===== src/rtl/fma16_sum_seq.sv =====
// Multi-cycle fp16 +/-(x*y) +/- z front end producing the unrounded normalized sum for the rounder.
// Result valid 5 cycles after the accept cycle; held in DONE until outReady, inReady only in IDLE.
module fma16_sum_seq #(
    parameter int          SUMW = 34,
    parameter logic [15:0] QNAN = 16'h7e00
) (
    input  logic            clk,
    input  logic            reset,
    input  logic            inValid,
    output logic            inReady,
    input  logic [15:0]     x,
    input  logic [15:0]     y,
    input  logic [15:0]     z,
    input  logic            mul,
    input  logic            add,
    input  logic            negp,
    input  logic            negz,
    output logic            outValid,
    input  logic            outReady,
    output logic [15:0]     sum,
    output logic [SUMW-1:0] fullSum,
    output logic            overFlowFlag,
    output logic            anyNaN
);

    localparam int AW  = SUMW + 2;
    // Both addends share a binary point at bit SUMW-2; the two top bits absorb the carry.
    localparam int PSH = SUMW - 22;
    localparam int ZSH = SUMW - 12;
    localparam logic signed [7:0] PT  = 8'(SUMW - 2);
    localparam logic [5:0]        TOP = 6'(SUMW - 1);

    typedef enum logic [2:0] {IDLE, MUL, ALIGN, ADD, NORM, DONE} state_t;
    state_t state, state_nxt;

    function automatic logic [AW-1:0] shr_st(input logic [AW-1:0] v, input logic [7:0] sh);
        logic [AW-1:0] mask;
        mask = ~({AW{1'b1}} << sh);
        return (v >> sh) | {{(AW-1){1'b0}}, |(v & mask)};
    endfunction

    always_ff @(posedge clk or posedge reset) begin
        if (reset) state <= IDLE;
        else       state <= state_nxt;
    end

    always_comb begin
        state_nxt = state;
        case (state)
            IDLE:    if (inValid) state_nxt = MUL;
            MUL:     state_nxt = ALIGN;
            ALIGN:   state_nxt = ADD;
            ADD:     state_nxt = NORM;
            NORM:    state_nxt = DONE;
            DONE:    if (outReady) state_nxt = IDLE;
            default: state_nxt = IDLE;
        endcase
    end

    assign inReady  = (state == IDLE);
    assign outValid = (state == DONE);

    logic [15:0] xr, yr, zr;
    logic        negp_r, negz_r;

    always_ff @(posedge clk or posedge reset) begin
        if (reset) begin
            xr     <= '0;
            yr     <= '0;
            zr     <= '0;
            negp_r <= 1'b0;
            negz_r <= 1'b0;
        end else if (state == IDLE && inValid) begin
            xr     <= x;
            yr     <= mul ? y : 16'h3c00;
            zr     <= add ? z : 16'h0000;
            negp_r <= negp;
            negz_r <= negz;
        end
    end

    // Unpack and classify
    logic [10:0]        mx, my, mz_c;
    logic signed [7:0]  ex, ey, ez_c, ep_c;
    logic [21:0]        prod_c;
    logic               x_nan, y_nan, z_nan, x_inf, y_inf, z_inf, x_zero, y_zero, z_zero;
    logic               sp_c, sz_c, p_inf, invalid;

    always_comb begin
        mx     = {|xr[14:10], xr[9:0]};
        my     = {|yr[14:10], yr[9:0]};
        mz_c   = {|zr[14:10], zr[9:0]};
        ex     = (xr[14:10] == 5'd0) ? 8'sd1 : $signed({3'b000, xr[14:10]});
        ey     = (yr[14:10] == 5'd0) ? 8'sd1 : $signed({3'b000, yr[14:10]});
        ez_c   = (zr[14:10] == 5'd0) ? 8'sd1 : $signed({3'b000, zr[14:10]});
        ep_c   = ex + ey - 8'sd15;
        prod_c = 22'(mx) * 22'(my);
        x_nan  = (&xr[14:10]) & (|xr[9:0]);
        y_nan  = (&yr[14:10]) & (|yr[9:0]);
        z_nan  = (&zr[14:10]) & (|zr[9:0]);
        x_inf  = (&xr[14:10]) & ~(|xr[9:0]);
        y_inf  = (&yr[14:10]) & ~(|yr[9:0]);
        z_inf  = (&zr[14:10]) & ~(|zr[9:0]);
        x_zero = ~(|xr[14:0]);
        y_zero = ~(|yr[14:0]);
        z_zero = ~(|zr[14:0]);
        sp_c   = xr[15] ^ yr[15] ^ negp_r;
        sz_c   = zr[15] ^ negz_r;
        p_inf  = x_inf | y_inf;
        invalid = x_nan | y_nan | z_nan | (x_inf & y_zero) | (y_inf & x_zero)
                | (p_inf & z_inf & (sp_c != sz_c));
    end

    logic [21:0]       prod_q;
    logic [10:0]       mz_q;
    logic signed [7:0] ep_q, ez_q;
    logic              sp_q, sz_q, pz_q, zz_q, nan_q, inf_q, infs_q;

    always_ff @(posedge clk or posedge reset) begin
        if (reset) begin
            prod_q <= '0;
            mz_q   <= '0;
            ep_q   <= '0;
            ez_q   <= '0;
            sp_q   <= 1'b0;
            sz_q   <= 1'b0;
            pz_q   <= 1'b0;
            zz_q   <= 1'b0;
            nan_q  <= 1'b0;
            inf_q  <= 1'b0;
            infs_q <= 1'b0;
        end else if (state == MUL) begin
            prod_q <= prod_c;
            mz_q   <= mz_c;
            ep_q   <= ep_c;
            ez_q   <= ez_c;
            sp_q   <= sp_c;
            sz_q   <= sz_c;
            pz_q   <= x_zero | y_zero;
            zz_q   <= z_zero;
            nan_q  <= invalid;
            inf_q  <= ~invalid & (p_inf | z_inf);
            infs_q <= p_inf ? sp_c : sz_c;
        end
    end

    // Alignment: the smaller-exponent addend is shifted right with sticky collection
    logic [AW-1:0]     av0, bv0, av_c, bv_c;
    logic signed [7:0] d_c, e_c;
    logic [7:0]        nd_c;

    always_comb begin
        av0  = AW'(prod_q) << PSH;
        bv0  = AW'(mz_q) << ZSH;
        d_c  = ep_q - ez_q;
        nd_c = -d_c;
        av_c = av0;
        bv_c = bv0;
        e_c  = ep_q;
        if (pz_q) begin
            av_c = '0;
            e_c  = ez_q;
        end else if (zz_q) begin
            bv_c = '0;
        end else if (d_c >= 8'sd0) begin
            bv_c = shr_st(bv0, d_c);
        end else begin
            av_c = shr_st(av0, nd_c);
            e_c  = ez_q;
        end
    end

    logic [AW-1:0]     av_q, bv_q, r_q;
    logic signed [7:0] e_q;
    logic              rs_q;

    always_ff @(posedge clk or posedge reset) begin
        if (reset) begin
            av_q <= '0;
            bv_q <= '0;
            e_q  <= '0;
            r_q  <= '0;
            rs_q <= 1'b0;
        end else if (state == ALIGN) begin
            av_q <= av_c;
            bv_q <= bv_c;
            e_q  <= e_c;
        end else if (state == ADD) begin
            if (sp_q == sz_q) begin
                r_q  <= av_q + bv_q;
                rs_q <= sp_q;
            end else if (av_q >= bv_q) begin
                r_q  <= av_q - bv_q;
                rs_q <= sp_q;
            end else begin
                r_q  <= bv_q - av_q;
                rs_q <= sz_q;
            end
        end
    end

    // Normalize: leading one to bit SUMW-1, then denormalize if the exponent underflows
    logic [5:0]        lead;
    logic signed [7:0] eb_c;
    logic [7:0]        dsh;
    logic [AW-1:0]     nrm, sub;
    logic [15:0]       sum_c;
    logic [SUMW-1:0]   full_c;
    logic              ovf_c, nan_c;

    always_comb begin
        lead = '0;
        for (int i = 0; i < AW; i++) begin
            if (r_q[i]) lead = 6'(i);
        end
        eb_c = e_q + $signed({2'b00, lead}) - PT;
        if (lead > TOP) nrm = shr_st(r_q, {2'b00, lead - TOP});
        else            nrm = r_q << (TOP - lead);
        dsh    = 8'(8'sd1 - eb_c);
        sub    = shr_st(nrm, dsh);
        sum_c  = 16'h0000;
        full_c = '0;
        ovf_c  = 1'b0;
        nan_c  = 1'b0;
        if (nan_q) begin
            sum_c = QNAN;
            nan_c = 1'b1;
        end else if (inf_q) begin
            sum_c = {infs_q, 15'h7c00};
        end else if (r_q != '0) begin
            if (eb_c < 8'sd1) begin
                full_c = SUMW'(sub);
                sum_c  = {rs_q, 5'd0, sub[SUMW-2 -: 10]};
            end else begin
                full_c = SUMW'(nrm);
                if (eb_c >= 8'sd31) begin
                    ovf_c = 1'b1;
                    sum_c = {rs_q, 15'h7c00};
                end else begin
                    sum_c = {rs_q, eb_c[4:0], nrm[SUMW-2 -: 10]};
                end
            end
        end
    end

    always_ff @(posedge clk or posedge reset) begin
        if (reset) begin
            sum          <= '0;
            fullSum      <= '0;
            overFlowFlag <= 1'b0;
            anyNaN       <= 1'b0;
        end else if (state == NORM) begin
            sum          <= sum_c;
            fullSum      <= full_c;
            overFlowFlag <= ovf_c;
            anyNaN       <= nan_c;
        end
    end

endmodule


===== config.mk =====
export PLATFORM = sky130hd
export DESIGN_NAME = fma16_sum_seq
export DESIGN_NICKNAME = d
export VERILOG_FILES = /design/src/rtl/fma16_sum_seq.sv
export SDC_FILE = /design/constraint.sdc
export NUM_CORES = 2
export LEC_CHECK = 0
export BUFFER_PORTS_ARGS = -buffer_cell sky130_fd_sc_hd__buf_2
export CORE_UTILIZATION = 30
export DETAILED_ROUTE_END_ITERATION = 8
export PLACE_DENSITY = 0.41
export REMOVE_ABC_BUFFERS = 1
export SLEW_MARGIN = 10
export SYNTH_ARGS = -nofsm -noshare
export SYNTH_HDL_FRONTEND = slang
export SYNTH_SLANG_ARGS = --single-unit

===== constraint.sdc =====
create_clock -name clk -period 8.8 [get_ports clk]
set_clock_uncertainty 0.1 [all_clocks]
set_input_delay 0.44 -clock clk [delete_from_list [all_inputs] [get_ports clk]]
set_output_delay 0.44 -clock clk [all_outputs]
set_load 0.05 [all_outputs]

==> results.py <==
metrics = {
    "clocking": {
        "cts.path.max_buffers": 3,
        "cts.htree.levels": 2,
        "cts_made_buffers": 37,
        "clockRootBuffer": "clkbuf_16",
        "post-cts-setup-buffers": 0,
        "cts_num_sinks": 268,
        "cts_tree": "built",
        "clkTransAtPathRegs_ps": 60,
        "clock_latency_ps": 570,
    },
    "place": {
        "gp_congestion": 0.967,
        "io_buffers": 109,
        "placed_cells": 5510,
        "dp_hpwl_um": 107000,
    },
    "final_layout": {
        "n_fill_cell": 11500,
        "drive_gt1_share_pct": 9.43,
        "finalNonFillerCells": 5613,
        "nNetsFinal": 4528,
        "multi_input_area_mm2": 0.0231,
        "syn_to_final_growth_pct": 11.0,
        "final-seq-area_mm2": 0.00671,
    },
    "floorplan": {
        "start_util_pct": 30.3,
        "fp.dieArea_mm2": 0.108,
        "core_mm2": 0.105,
        "die_w_um": 328,
        "die_y_um": 328,
        "fp-row-count": 119,
        "io_pins": 110,
    },
    "setup_path": {
        "critical_path.max_fanout": 14,
        "r2r-start": "r_q[21]$_DFFE_PP0P_",
        "cp.required_ps": 9130,
        "cp-end-kind": "flop",
        "r2r_setup_slack_ps": 1210,
        "crit_arrival_ps": 7930,
        "ff2ff_path_depth": 19,
        "worstSetupPathType": "reg -> reg",
        "r2r-end": "fullSum[0]$_DFFE_PP0N_",
        "critical_path.startpoint_type": "flop",
    },
    "drt": {
        "wirelength_um": 140000,
        "wl_met2_um": 64800,
        "dr_total_vias": 32800,
        "first_pass_iters": 8,
        "wl_per_cell_um": 24.9,
        "drt_iter0_drc": 3510,
        "ant_nets": 0,
        "drt-vias-per-instance": 5.85,
        "drt-met1-wl_um": 61700,
        "top_layer": "met5",
        "drc": 4,
        "wl_met3_um": 7770,
    },
    "timing": {
        "setup_viol_count_final": 0,
        "fin_crit_ps": 7590,
        "period_share_pct": 86.3,
        "hold_viol": 0,
        "rsz0062_at_grt": "false",
        "slew_violations": 0,
        "fmax_mhz": 132,
        "worst_pin_slew_ps": 1180,
        "relSlewSlack_pct": 20.8,
    },
    "synthesis": {
        "syn_inst": 4240,
        "synthesis.area_mm2": 0.0319,
        "synth_top_area_share_pct": 21.0,
        "synth_seq_area_share_pct": 21.0,
        "avgSynthCellArea_um2": 7.53,
        "async_flop_share_pct": 100,
        "synth_area_leaders": "dfrtp_1 21%, ha_1 7.6%, nand2_1 6.8%",
        "ys_ff_latch": 268,
        "yosysWarnings": 0,
        "yosysUniqueCellTypes": 106,
        "ys.flop_type": "dfrtp_1",
        "synth_edf_count": 0,
        "yosys.area.top_type": "dfrtp_1",
    },
    "run_status": {
        "violations": "DRC",
        "status": "finished, violations left",
    },
    "flow_run": {
        "drv_cap": 0,
    },
    "hold_path": {
        "hold_depth": 3,
        "hp-start": "y[15]",
        "hold_end": "yr[15]$_DFFE_PP0P_",
        "min_path_type": "in -> reg",
    },
    "global_route": {
        "grt_max_degree": 135,
        "grt_first_pass_wirelength_um": 210000,
        "antenna_found_initial": 3,
        "grt_pass1_vias": 31600,
        "grtUsageTotal_pct": 25.3,
        "grt.overflow.total": 0,
    },
}
## layout by cell type, fill, tap and decap left out, types with 35 or more instances in the layout
cell type      count
nand2_1          577
nor2_1           347
o21ai_0          338
a21oi_1          310
dfrtp_1          268
inv_1            264
ha_1             190
nor3_1           115
mux2i_1          115
nand3_1          113
buf_2            109
fa_1              86
a211oi_1          85
buf_4             84
and2_1            78
a22oi_1           67
xnor2_1           56
a31oi_1           48
mux2_2            38
nand4_1           37
clkbuf_16         37
nand2b_1          36
o211ai_1          36
mux4_2            35
dlygate4sd3_1     35
## repair_timing
item | in CTS | in global routing
gates resized for setup | 0 | 0
hold endpoints to repair | 106 | 0
hold buffers | 35 | 0
## cell usage after synthesis (38+ instances only)
| cell type | instances |
|---|---|
| nand2_1 | 579 |
| nor2_1 | 347 |
| o21ai_0 | 338 |
| a21oi_1 | 310 |
| clkbuf_1 | 269 |
| dfrtp_1 | 268 |
| inv_1 | 265 |
| ha_1 | 193 |
| mux2i_1 | 115 |
| nor3_1 | 115 |
| nand3_1 | 113 |
| a211oi_1 | 86 |
| fa_1 | 86 |
| and2_1 | 78 |
| a22oi_1 | 67 |
| xnor2_1 | 64 |
| a31oi_1 | 48 |
| mux2_2 | 38 |
## routing by layer
metal	up-vias	track usage (%)
met5	-	0
met4	2	9.14
met3	295	2.85
met2	1244	41.2
met1	16000	34.5
li1	15300	-
## cell type report
class                      instances  share of cell area (%)
clock buffer                      48                    2.90
sequential                       268                    18.9
timing repair buffer             229                    4.36
clock inverter                    18                   0.808
inverter                         272                    2.91
tap                             1391                    4.91
antenna                            2                  0.0141
multi-input combinational       3385                    65.2
## sequential cells by signal, indices dropped and copies added, names as in the netlist, 3 cells and up
| register | cells |
|---|---|
| prod_q | 22 |
| e_q | 7 |
| zr | 16 |
| sum | 16 |
| bv_q | 33 |
| yr | 16 |
| xr | 16 |
| ep_q | 7 |
| r_q | 36 |
| av_q | 34 |
| ez_q | 5 |
| mz_q | 11 |
| fullSum | 34 |
| state | 3 |
## worst max-delay path, stage by stage, from the launching register on
cell	delay [ps]
dfrtp_1	610
nor4_1	640
o2111a_1	390
nor2_1	120
o21ai_0	650
inv_1	100
ha_1	330
inv_1	60
fa_1	410
xor2_1	490
nand3_1	280
a211oi_1	460
xor2_1	560
nand2_1	370
nor2_1	590
a32o_1	300
nand4_1	90
or3_1	410
a2111oi_2	390
a21oi_1	110
## logic make-up (layout without fill, tap and decap cells)
family | Yosys count | count (layout) | synth area share, %
AO/OA/AOI/OAI | 1331 | 1331 | 27.4
XOR/XNOR | 88 | 88 | 2.50
adder cells (fa/ha/maj) | 280 | 280 | 13.0
buffers and inverters | 587 | 567 | 7.13
flip-flops | 268 | 268 | 21.0
multiplexers | 189 | 189 | 7.46
other | 0 | 2 | 0
AND/OR/NAND/NOR | 1497 | 1497 | 21.5
## stage by stage
stage	util [%]	instance area [um^2]	hold slack [ps]	setup slack (ps)	TNS (ps)
after floorplan	-	30700	349	-761	-2170
after global placement	32.0	33800	365	1450	0
after detailed placement	32.0	33800	367	1220	0
after CTS	33.6	35400	0.379	1190	0
after global routing	33.6	35400	27.8	665	0
final	33.6	35400	32.4	1210	0
## how the worst max path moves through the flow
stage | start | to | slack [ps]
floorplan | r_q[17]$_DFFE_PP0P_ | fullSum[0]$_DFFE_PP0N_ | -760
global placement | r_q[33]$_DFFE_PP0P_ | fullSum[10]$_DFFE_PP0N_ | 1450
detailed placement | r_q[20]$_DFFE_PP0P_ | fullSum[0]$_DFFE_PP0N_ | 1220
CTS | r_q[20]$_DFFE_PP0P_ | fullSum[0]$_DFFE_PP0N_ | 1190
global route | r_q[20]$_DFFE_PP0P_ | fullSum[0]$_DFFE_PP0N_ | 660
finish | r_q[21]$_DFFE_PP0P_ | fullSum[0]$_DFFE_PP0N_ | 1210
Power is left out: the tool's default activity adds up to more than one toggle a clock period on the data nets, which glitch-free logic cannot reach.
